<file path="src/rtl/uart_pkg.sv">
// Shared UART definitions for the transmitter and the matching 16x receiver.
package uart_pkg;

  localparam int UART_DATA_BITS  = 8;
  localparam int UART_OVERSAMPLE = 16;

  typedef enum logic [1:0] {
    IDLE,
    START,
    DATA,
    STOP
  } tx_state_t;

  // Clocks per oversample tick, truncated; clamped to 1 so tiny clocks still tick.
  function automatic int calc_baud_div(input longint clk, input longint baud,
                                       input longint ovs = UART_OVERSAMPLE);
    longint d;
    d = clk / (baud * ovs);
    return (d < 1) ? 1 : int'(d);
  endfunction

endpackage

</file>
<file path="src/rtl/uart_baud_tick_gen.sv">
// Oversample tick generator: one-cycle tick every DIV clocks, restartable via clr.
module uart_baud_tick_gen #(
  parameter int DIV = 651
) (
  input  logic clk,
  input  logic rst,
  input  logic clr,
  output logic tick
);

  localparam int CW = (DIV > 1) ? $clog2(DIV) : 1;

  logic [CW-1:0] cnt_q, cnt_d;

  always_comb begin
    tick  = (cnt_q == CW'(DIV - 1));
    cnt_d = (clr || tick) ? '0 : cnt_q + CW'(1);
  end

  always_ff @(posedge clk) begin
    if (rst) begin
      cnt_q <= '0;
    end else begin
      cnt_q <= cnt_d;
    end
  end

endmodule

</file>
<file path="src/rtl/uart_tx.sv">
// 8N1 UART transmitter with a small byte FIFO; frames go out back-to-back while data is queued.
module uart_tx
  import uart_pkg::*;
#(
  parameter int CLK_FREQ   = 100000000,
  parameter int BAUD_RATE  = 9600,
  parameter int OVERSAMPLE = UART_OVERSAMPLE,
  parameter int FIFO_DEPTH = 4
) (
  input  logic                         I_sys_clk,
  input  logic                         I_rst,
  input  logic [7:0]                   I_tx_data,
  input  logic                         I_tx_valid,
  output logic                         o_tx_ready,
  output logic                         o_tx_serial_data,
  output logic                         o_tx_busy,
  output logic                         o_tx_done,
  output logic [$clog2(FIFO_DEPTH):0]  o_fifo_count
);

  localparam int DIV = calc_baud_div(CLK_FREQ, BAUD_RATE, OVERSAMPLE);
  localparam int AW  = $clog2(FIFO_DEPTH);
  localparam int TW  = $clog2(OVERSAMPLE);
  localparam int BW  = $clog2(UART_DATA_BITS);

  tx_state_t                 state_q, state_d;
  logic [UART_DATA_BITS-1:0] shreg_q, shreg_d;
  logic [TW-1:0]             tcnt_q, tcnt_d;
  logic [BW-1:0]             bcnt_q, bcnt_d;
  logic                      line_q, line_d;
  logic                      busy_q, busy_d;
  logic                      done_q, done_d;

  logic [7:0]                mem_q [FIFO_DEPTH];
  logic [AW-1:0]             wr_ptr_q, wr_ptr_d, rd_ptr_q, rd_ptr_d;
  logic [AW:0]               count_q, count_d;

  logic wr_en, pop, fifo_empty, baud_clr, baud_tick, bit_end;

  uart_baud_tick_gen #(
    .DIV (DIV)
  ) u_tick (
    .clk  (I_sys_clk),
    .rst  (I_rst),
    .clr  (baud_clr),
    .tick (baud_tick)
  );

  assign o_tx_ready       = (count_q != (AW + 1)'(FIFO_DEPTH));
  assign o_tx_serial_data = line_q;
  assign o_tx_busy        = busy_q;
  assign o_tx_done        = done_q;
  assign o_fifo_count     = count_q;

  assign wr_en      = I_tx_valid && o_tx_ready;
  assign fifo_empty = (count_q == '0);
  assign bit_end    = baud_tick && (tcnt_q == TW'(OVERSAMPLE - 1));

  always_comb begin
    state_d  = state_q;
    shreg_d  = shreg_q;
    tcnt_d   = tcnt_q;
    bcnt_d   = bcnt_q;
    done_d   = 1'b0;
    pop      = 1'b0;
    baud_clr = 1'b0;

    if (state_q != IDLE && baud_tick) begin
      tcnt_d = bit_end ? '0 : tcnt_q + TW'(1);
    end

    case (state_q)
      IDLE: begin
        if (!fifo_empty) begin
          pop      = 1'b1;
          shreg_d  = mem_q[rd_ptr_q];
          tcnt_d   = '0;
          baud_clr = 1'b1;
          state_d  = START;
        end
      end
      START: begin
        if (bit_end) begin
          bcnt_d  = '0;
          state_d = DATA;
        end
      end
      DATA: begin
        if (bit_end) begin
          shreg_d = shreg_q >> 1;
          if (bcnt_q == BW'(UART_DATA_BITS - 1)) begin
            state_d = STOP;
          end else begin
            bcnt_d = bcnt_q + BW'(1);
          end
        end
      end
      STOP: begin
        if (bit_end) begin
          done_d = 1'b1;
          // Chain straight into the next start bit so queued frames have no gap.
          if (!fifo_empty) begin
            pop      = 1'b1;
            shreg_d  = mem_q[rd_ptr_q];
            tcnt_d   = '0;
            baud_clr = 1'b1;
            state_d  = START;
          end else begin
            state_d = IDLE;
          end
        end
      end
      default: state_d = IDLE;
    endcase
  end

  always_comb begin
    case (state_q)
      START:   line_d = 1'b0;
      DATA:    line_d = shreg_q[0];
      default: line_d = 1'b1;
    endcase
    busy_d   = (state_q != IDLE) || !fifo_empty;
    wr_ptr_d = wr_ptr_q + AW'(wr_en);
    rd_ptr_d = rd_ptr_q + AW'(pop);
    count_d  = count_q + (AW + 1)'(wr_en) - (AW + 1)'(pop);
  end

  always_ff @(posedge I_sys_clk) begin
    if (wr_en) begin
      mem_q[wr_ptr_q] <= I_tx_data;
    end
  end

  always_ff @(posedge I_sys_clk) begin
    if (I_rst) begin
      state_q  <= IDLE;
      shreg_q  <= '0;
      tcnt_q   <= '0;
      bcnt_q   <= '0;
      line_q   <= 1'b1;
      busy_q   <= 1'b0;
      done_q   <= 1'b0;
      wr_ptr_q <= '0;
      rd_ptr_q <= '0;
      count_q  <= '0;
    end else begin
      state_q  <= state_d;
      shreg_q  <= shreg_d;
      tcnt_q   <= tcnt_d;
      bcnt_q   <= bcnt_d;
      line_q   <= line_d;
      busy_q   <= busy_d;
      done_q   <= done_d;
      wr_ptr_q <= wr_ptr_d;
      rd_ptr_q <= rd_ptr_d;
      count_q  <= count_d;
    end
  end

endmodule

</file>
<file path="config.mk">
export PLATFORM = sky130hd
export DESIGN_NAME = uart_tx
export DESIGN_NICKNAME = d
export VERILOG_FILES = /design/src/rtl/uart_pkg.sv /design/src/rtl/uart_baud_tick_gen.sv /design/src/rtl/uart_tx.sv
export SDC_FILE = /design/constraint.sdc
export NUM_CORES = 1
export LEC_CHECK = 0
export ABC_CLOCK_PERIOD_IN_PS = 4000
export BUFFER_PORTS_ARGS = -buffer_cell sky130_fd_sc_hd__buf_2
export CORE_MARGIN = 10
export CORE_UTILIZATION = 60
export CTS_CLUSTER_SIZE = 10
export DETAILED_ROUTE_END_ITERATION = 6
export PLACE_DENSITY = 0.89
export SYNTH_ARGS = -nofsm -noshare
export SYNTH_HDL_FRONTEND = slang
export SYNTH_SLANG_ARGS = --single-unit
</file>
<file path="constraint.sdc">
create_clock -name I_sys_clk -period 4 [get_ports I_sys_clk]
set_input_delay 0.2 -clock I_sys_clk [delete_from_list [all_inputs] [get_ports I_sys_clk]]
set_output_delay 0.2 -clock I_sys_clk [all_outputs]
set_load 0.05 [all_outputs]
</file>
# Yosys cells after proc, flatten, opt, wreduce, memory -nomap -nowiden
# Memory sizes are Yosys's and may differ from the RTL's. A register that Yosys moved wholly into a read port is not among the register bits.
# Cells that the tools add are included.
# totals
ff_bits	37
latch_bits	0
ram_bits	32
rom_bits	0
output_inout_bits	7
mem_count	1
# mem_list
memory	depth	width	read_ports	rd_ports_with_merged_regs	write_ports	line_no	source
mem_q	4	8	1	1	1	uart_tx.sv:34	logic [7:0] mem_q [FIFO_DEPTH];
# op_classes
addsub	7
multipliers	0
div	0
magnitude_cmp	0
eq_ne	13
shift	0
muxes	28
bitwise	1
n_reduce_logical	16
# ops
operator	count
8-bit two-way mux	3
8-bit case mux with 3 select lines	1
4-bit two-way mux	4
2-bit two-way mux	6
2-bit inequality test, second input constant	6
10-bit by 1-bit adder with 10-bit output, second input constant	1
10-bit equality test, second input constant	1
3-bit two-way mux	3
2-bit case mux with 4 select lines	1
4-bit case mux with 2 select lines	1
1-bit two-way mux	6
3-bit case mux with 2 select lines	1
5-bit AND reduction	1
2-bit by 1-bit adder with 2-bit output	2
4-bit by 1-bit adder with 4-bit output, second input constant	1
2-bit equality test, second input constant	2
4-bit equality test, second input constant	1
1-bit case mux with 2 select lines	2
4-bit AND reduction	1
2-bit nonzero test	2
2-bit OR reduction	2
3-bit by 1-bit adder with 3-bit output	1
3-bit by 1-bit adder with 3-bit output, second input constant	1
3-bit equality test, second input constant	1
11 further kinds	14

# Logic depth before layout (Yosys ltp)
# Gate-level depths: netlist (run 1).
# depth
ltp_word	7
mapped_depth	15

# By module
# From an unflattened synthesis (run 1), not the netlist that was laid out.
# unflattened
hier_cells	258
hier_area_um2	3024.2
# by_module_without_submodules
module	n_inst	cells_each	area_per_inst_um2	seq_area_each_um2
uart_tx	1	207	2561.2	1501.4
uart_baud_tick_gen	1	51	462.9	200.2

# Worst setup path before layout (run 1)
# OpenSTA, ideal clock, no wires.
# synth_path
path_type	register -> register
startpoint	register u_tick.cnt_q[4]
endpoint	register count_q[2], in the netlist o_fifo_count[2]
setup_ps	129
arrival_ps	2632
path_slack_ps	1240
stages_incl_launch_ff	14
n_path_buf	1
path_cell_list	dfxtp_1 -> nor4b_4 -> and4_4 -> buf_6 -> nand2_1 -> a211oi_1 -> ha_1 -> inv_1 -> ha_1 -> inv_1 -> fa_1 -> xor2_1 -> xnor2_1 -> nor2_1
# synth_via
elab_chain_cells	5
# synth_rtl
item	line_no	source
start, declared	uart_baud_tick_gen.sv:13	logic [CW-1:0] cnt_q, cnt_d;
start signal, assigned	uart_baud_tick_gen.sv:24	cnt_q <= cnt_d;
10-bit equality test	uart_baud_tick_gen.sv:16	tick = (cnt_q == CW'(DIV - 1));
1-bit logical AND	uart_tx.sv:57	assign bit_end = baud_tick && (tcnt_q == TW'(OVERSAMPLE - 1));
1-bit two-way mux	uart_tx.sv:99	if (bit_end) begin
1-bit case mux with 2 select lines	uart_tx.sv:72	case (state_q)
3-bit by 1-bit subtractor with 3-bit output	uart_tx.sv:126	count_d = count_q + (AW + 1)'(wr_en) - (AW + 1)'(pop);
end signal, assigned	uart_tx.sv:157	count_q <= count_d;
end, declared	uart_tx.sv:36	logic [AW:0] count_q, count_d;
# No other way between the ends.
# A chain may end at the register's enable or synchronous reset.

# Worst setup path in the final report (run 1)
# layout_path
startpoint	register tcnt_q[0]
endpoint	register count_q[2], in the netlist o_fifo_count[2]
# layout_via
elab_chain_cells	5
# layout_rtl
item	line_no	source
start, declared	uart_tx.sv:28	logic [TW-1:0] tcnt_q, tcnt_d;
start signal, assigned	uart_tx.sv:150	tcnt_q <= tcnt_d;
4-bit equality test	uart_tx.sv:57	
1-bit logical AND	uart_tx.sv:57	
1-bit two-way mux	uart_tx.sv:99	
1-bit case mux with 2 select lines	uart_tx.sv:72	
3-bit by 1-bit subtractor with 3-bit output	uart_tx.sv:126	
# No other way between the ends.

==> results.md, run 1 <==
- Final setup TNS: 0 ns
- Clock buffer depth: 2
- Pre-CTS WS: roughly 1.0 ns
- Lkg Pwr: approximately 1.3 nW
- DRC: 0
- Mapped Cells: between 200 and 300
- Post-DRT Antenna Nets: 0
- Crit path top cell by count: ha_1
- Min Hold Slack: between 0.07 and 0.08 ns
- TritonCTS Buffers: 9
- Die width: 92.1 µm
- WL/cell: roughly 15 µm
- RSZ-0062 raised after global routing: no
- Largest net degree at the start of global routing: 35
- Vias in the first global route: 2021
- Worst slew pin tran: slightly below 0.8 ns
- Design area: 3440 µm²
- Seq cells post-synth: approximately 70
- Clock latency on the worst-skew pair: roughly 0.35 ns
- Top cells by area, synth: edfxtp_1, dfxtp_1, mux4_2
- Worst path required time: roughly 4.2 ns
- Synth area leader: edfxtp_1
- Pwr dens: about 650 nW/µm²
- Share of cells above drive strength 1: 0.204
- GP Congestion: 0.804
- Synth Flop Type: dfxtp_1
- Max stage delay cell, worst path: dfxtp_1
- Clock skew: around 0.0084 ns
- Relative slew margins: 0.485
- Dpl hpwl: 3880 µm
- Cell Rows: 26
- PostCTS Resize Cnt: 0
- Die Y: 92.1 µm
- Clk slew on worst S/H paths: around 0.080 ns
- Initial DRC count: ~150
- Type of the most critical hold path: input port to flop
- Asr flop ratio synth: 0
- Final min period: around 3.0 ns
- Initial antenna violation count: 0
- Commonest non-fill, non-tap cell in the layout: dfxtp_1
- Vias per cell: 5.55
- Via count: ~2.0k
- Total core area: slightly above 5000 µm²
- Synthesis-to-finish area growth: 10.1%
- Dpl cell area: ~3300 µm²
- Min setup slack post-route: between 0.9 and 1 ns
- Number of distinct library cells after synthesis: 47
- Starting Density: 0.615
- Period utilisation layout: 0.756
- Final setup violation count: 0
- CP max FO: 7
- CTS tree: built
- I/O pins: 18
- Net count reported at finish: a little over 300
- Pre-antenna DRT Iters: 4
- Fillers: 350
- Die area: between 8000 and 9000 µm²
- Number of synthesized flops with an enable pin: 32
- First-pass GRT wire length: 9400 µm
- Setup bufs post-CTS: 0
- Syn_nets: around 290
- Critical Path, Cell by Cell: ha_1 -> and3_1 -> and4_4 -> nand2_1 -> a211oi_1 -> ha_1 -> inv_1 -> ha_1 -> inv_1 -> fa_1 -> xor2_1 -> xnor2_1 -> nor2_1
- Most frequent cells in the layout: dfxtp_1, edfxtp_1, nand2_1, nor2_1, buf_2
- Synth top area share: 0.308
- GR Overflow Total: 0
- CTS Hold Buffers Added: 0
- Crit path kind: flop to flop
- Worst EP arrival: ~3.2 ns
- Peak VDD IR: around 0.00045 V
- CP Capture Type: flop
- Yosys warns: 0
- Port Buf Inserts: 17
- Clock sink count: a little under 70
- Sequential fraction of the synthesis area: 0.545
- Max-cap viol count: 0
- Startpoint type of the worst setup path: flop
- Status: finished, final reports clean
- Crit-path max cell delay: ~0.40 ns
- Tot GR Track Use: 0.138
- Diodes inserted: 0
- Root Driver: clkbuf_8
- Fmax: around 330 MHz
- Final Slew Violations: 0
- Average cell area after synthesis: roughly 12 µm²
- Cell area after synthesis: 3120 µm²
- H-tree levels: 3
- Final Hold Viols: 0
- Drt total wl: about 5500 µm
==> cells by family after synthesis <==
kind of cell,synth area share
AND/OR/NAND/NOR,0.155
multiplexers,0.104
adder cells (fa/ha/maj),0.0625
XOR/XNOR,0.0365
AO/OA/AOI/OAI,0.0709
buffers and inverters,0.0260
flip-flops,0.545
==> cells in the mapped netlist (2+ instances only) <==
cell      count
nand3_1       3
dfxtp_1      37
edfxtp_1     32
xor2_1        4
inv_1         9
clkbuf_1      6
mux4_2        8
a21oi_1      13
nand4_1       4
mux2i_1       4
mux2_4        7
and3_1        3
xnor2_1       9
nor2b_1      13
o21ai_0       4
nor3_1        6
ha_1         14
buf_2         2
nor2_1       26
nand2_1      27
nand2b_1      3
==> through the flow <==
step | cells | util | power, mW
floorplan | 260 | - | 1.57
global placement | 338 | 0.642 | 1.70
detailed placement | 338 | 0.642 | 1.73
CTS | 354 | 0.677 | 2.25
global route | 354 | 0.677 | 2.37
finish | 354 | 0.677 | 2.24
==> flip-flops by register name, summed over array words and instances, names as in the netlist <==
register,count
mem_q,32
u_tick.cnt_q,10
shreg_q,8
tcnt_q,4
bcnt_q,3
o_fifo_count,3
rd_ptr_q,2
state_q,2
wr_ptr_q,2
o_tx_busy,1
o_tx_done,1
o_tx_serial_data,1
==> where the power goes <==
group / leakage [nW] / internal, mW / switching (mW)
registers: 0.595 / 0.855 / 0.0970
clock network: 0.0886 / 0.234 / 0.286
logic: 0.595 / 0.346 / 0.424
==> area by class of cell <==
cell class | count | area (µm²) | share of cell area
clock inverter | 7 | 57.6 | 0.0167
inverter | 9 | 33.8 | 0.00983
tap | 70 | 87.6 | 0.0255
multi-input combinational | 172 | 1340 | 0.390
clock buffer | 9 | 124 | 0.0360
timing repair buffer | 18 | 92.6 | 0.0269
sequential | 69 | 1700 | 0.495
==> path summary, 6_finish.rpt <==
| check | from | end | slack [ns] | cells past startpoint |
|---|---|---|---|---|
| max reg2reg | tcnt_q[0] | o_fifo_count[2] | 0.98 | 13 |
| min | I_tx_data[0] | mem_q[0][0] | 0.07 | 1 |
| min reg2reg | bcnt_q[1] | bcnt_q[1] | 0.49 | 2 |
| max | tcnt_q[0] | o_fifo_count[2] | 0.98 | 13 |
==> worst max-delay path: cells and delay by family, from the launching register on <==
| kind | cells | cell delay (ns) |
|---|---|---|
| flops | 1 | 0.40 |
| compound gates | 1 | 0.38 |
| fa+ha+maj | 4 | 0.98 |
| simple gates | 4 | 0.70 |
| xor+xnor | 2 | 0.31 |
| buf+inv | 2 | 0.11 |
==> per-layer routing <==
metal | vias up | global-route usage | wire length (µm)
met2 | 41 | 0.212 | 2630
met5 | - | 0 | 0
met3 | 12 | 0.0367 | 216
met4 | 0 | 0.0797 | 133
met1 | 946 | 0.170 | 2500
li1 | 966 | - | -
Power figures use the tool's default switching activity.
==> inputs of run 2 (changes only) <==
- ABC_CLOCK_PERIOD_IN_PS: 4000 -> 2500
- CORE_UTILIZATION: 60 -> 54
- PLACE_DENSITY: 0.89 -> 0.85
- clock period: 4 -> 2.5 ns (I/O delays scaled with it)
==> run 2 against run 1 <==
Fmax up 14%. The run now ends with setup timing left. Power up 73%. Highest routed layer unchanged. Largest cell class unchanged. Combinational power up 95%.
==> results.md, run 2 (same netlist as run 1, synthesis figures left out) <==
- Status: finished with violations
- Failing checks: setup timing
- Peak VDD IR: 0.000729 V (+61%)
- Worst EP arrival: 2.88 ns (-0.35 ns)
- I/O pins: 18 (unchanged)
- Met1 usage in global routing: 0.183 (+0.0135)
- Worst path required time: 2.72 ns (-1.49 ns)
- R2r startpoint: u_tick.cnt_q[0]
- Root Driver: clkbuf_8
- R2R Path End: o_fifo_count[2]
- CP Capture Type: flop
- Worst reg2reg setup slack: -0.16 ns (-1.14 ns)
- CP max FO: 2 (-5)
- GR Layer Usage met3: 0.0553 (+0.0186)
- First-pass GRT wire length: 11100 µm (+19%)
- Fmax: 376 MHz (+14%)
- Most frequent cells in the layout: edfxtp_1, dfxtp_1, buf_4, nor2_1, nand2_1
- Biggest regs: mem_q x32, u_tick.cnt_q x10, shreg_q x8
- Clock sink count: 69 (unchanged)
- Synthesis-to-finish area growth: 21.6%
- Vias per cell: 5.60 (+0.93%)
- WL/cell: 17.9 µm (+16%)
- Final Slew Violations: 0 (unchanged)
- Final setup violation count: 2 (+2)
- Commonest non-fill, non-tap cell in the layout: edfxtp_1
- Clk slew on worst S/H paths: 0.08 ns (about the same)
- Worst hold path cell count: 2 (+1)
- Port Buf Inserts: 17 (unchanged)
- Number of flip-flops under the largest register name: 32 (unchanged)
- GR Overflow Total: 0 (unchanged)
- Post-DRT Antenna Nets: 0 (unchanged)
- Via count: 2185 (+11%)
- Largest net degree at the start of global routing: 35 (unchanged)
- Clock buffer depth: 2 (unchanged)
- TritonCTS Buffers: 9 (unchanged)
- Setup crit start: u_tick.cnt_q[0]
- Starting Density: 0.560 (-0.0551)
- Pwr dens: 1020 nW/µm² (+57%)
- Share of cells above drive strength 1: 0.321 (+0.117)
- Cell Rows: 27 (+3.8%)
- Clock latency on the worst-skew pair: 0.35 ns (about the same)
- Grt met2 use: 0.267 (+0.0545)
- Final setup TNS: -0.167 ns (-0.167 ns)
- Type of the most critical hold path: input port to flop
- Total core area: 5570 µm² (+9.8%)
- Die width: 96.1 µm (+4.2%)
- Clock skew: 0.0150 ns (+0.00654 ns)
- Die area: 9230 µm² (+8.7%)
- CP Capture Point: o_fifo_count[2]
- Period utilisation layout: 1.06 (+0.309)
- Pre-antenna DRT Iters: 4 (unchanged)
- Initial antenna violation count: 0 (unchanged)
- Die Y: 96.1 µm (+4.2%)
- Max-cap viol count: 0 (unchanged)
- Vias in the first global route: 2311 (+14%)
- Relative slew margins: 0.487 (+0.00169)
- Net count reported at finish: 339 (+11%)
- Most Crowded Layer GR: met2
- Startpoint type of the worst setup path: flop
- H-tree levels: 3 (unchanged)
- Final min period: 2.66 ns (-0.362 ns)
- DRC: 0 (unchanged)
- Worst slew pin tran: 0.767 ns (-0.00253 ns)
- Final total power: 3.88 mW (+73%)
- CTS tree: built
- Min setup slack post-route: -0.161 ns (-1.14 ns)
- Worst reg2reg path depth: 14 (+1)
- Crit path kind: flop to flop
- RSZ-0062 raised after global routing: yes
- Fillers: 377 (+7.7%)
- Lkg Pwr: 1.47 nW (+15%)
- Tot GR Track Use: 0.161 (+0.0231)
- Dpl hpwl: 4420 µm (+14%)
- Final Hold Viols: 0 (unchanged)
- Most flops, register: mem_q
- Drt total wl: 6990 µm (+28%)
- Diodes inserted: 0 (unchanged)
- GP Congestion: 0.820 (+2.0%)
- Initial DRC count: 170 (+16%)
-- run 2: cell types whose count changed in the layout (fill, tap and decap cells not counted), moves of 2 or more --
cell           before  now
nand2_1            27   25
dlygate4sd3_1       0    8
ha_1               14   11
clkinv_4            0    2
inv_2               0    2
dfxtp_2             0    6
dfxtp_1            37   30
inv_1               9    7
ha_4                0    2
buf_4               1   27
-- run 2: timing repair --
action / CTS / global route
buffers inserted: 0 / 2
hold buffers: 7 / 1
hold endpoints to repair: 27 / 3
setup endpoints to repair: 1 / 2
pin swaps: 0 / 6
gates resized for setup: 0 / 15
-- run 2: worst min path at each step --
stage / startpoint / endpoint / slack (ns)
detailed placement: I_tx_data[2] / mem_q[1][2] / 0.35
global placement: I_tx_data[4] / mem_q[0][4] / 0.34
global route: I_rst / o_fifo_count[1] / 0.30
CTS: I_tx_data[5] / mem_q[3][5] / 0.00005
finish: I_rst / o_fifo_count[1] / 0.28
floorplan: I_tx_data[0] / mem_q[0][0] / 0.22
-- run 2: final cells by class --
cell class / count / area, µm² / area share
clock inverter: 7 / 62.6 / 0.0165
inverter: 9 / 33.8 / 0.00890
multi-input combinational: 172 / 1410 / 0.370
timing repair buffer: 52 / 368 / 0.0969
sequential: 69 / 1710 / 0.451
clock buffer: 9 / 124 / 0.0326
tap: 72 / 90.1 / 0.0237
-- run 2: per-layer routing --
layer / wire length, µm / part of all wire
met1: 2830 / 0.41
met2: 3670 / 0.53
met3: 346 / 0.049
met4: 138 / 0.020
met5: 0 / 0
-- run 2: power breakdown --
group          switching (mW)  leakage, nW  internal [mW]
clock network           0.483       0.0927          0.380
logic                   0.820        0.776          0.682
registers               0.143        0.598           1.37
total                    1.45         1.47           2.44
-- run 2: worst max-delay path, cell delays in order (launching register included) --
cell      delay (ns)
dfxtp_2         0.33
inv_2           0.06
ha_4            0.11
and3b_4         0.19
and4_4          0.23
nand2_4         0.06
a211oi_4        0.26
ha_1            0.28
inv_1           0.07
ha_2            0.17
inv_2           0.04
fa_2            0.37
xor2_2          0.16
xnor2_1         0.15
nor2_1          0.06
-- run 2: stage by stage --
| step | hold WS (ns) | setup WS (ns) | cells | cell area (µm²) | utilization |
|---|---|---|---|---|---|
| after floorplan | 0.224 | -0.0956 | 260 | 3140 | - |
| after global placement | 0.337 | 0.0487 | 364 | 3460 | 0.621 |
| after detailed placement | 0.346 | -0.109 | 364 | 3460 | 0.621 |
| after CTS | 0.0000504 | -0.126 | 387 | 3720 | 0.667 |
| after global routing | 0.304 | -0.260 | 390 | 3800 | 0.681 |
| final | 0.281 | -0.161 | 390 | 3800 | 0.681 |
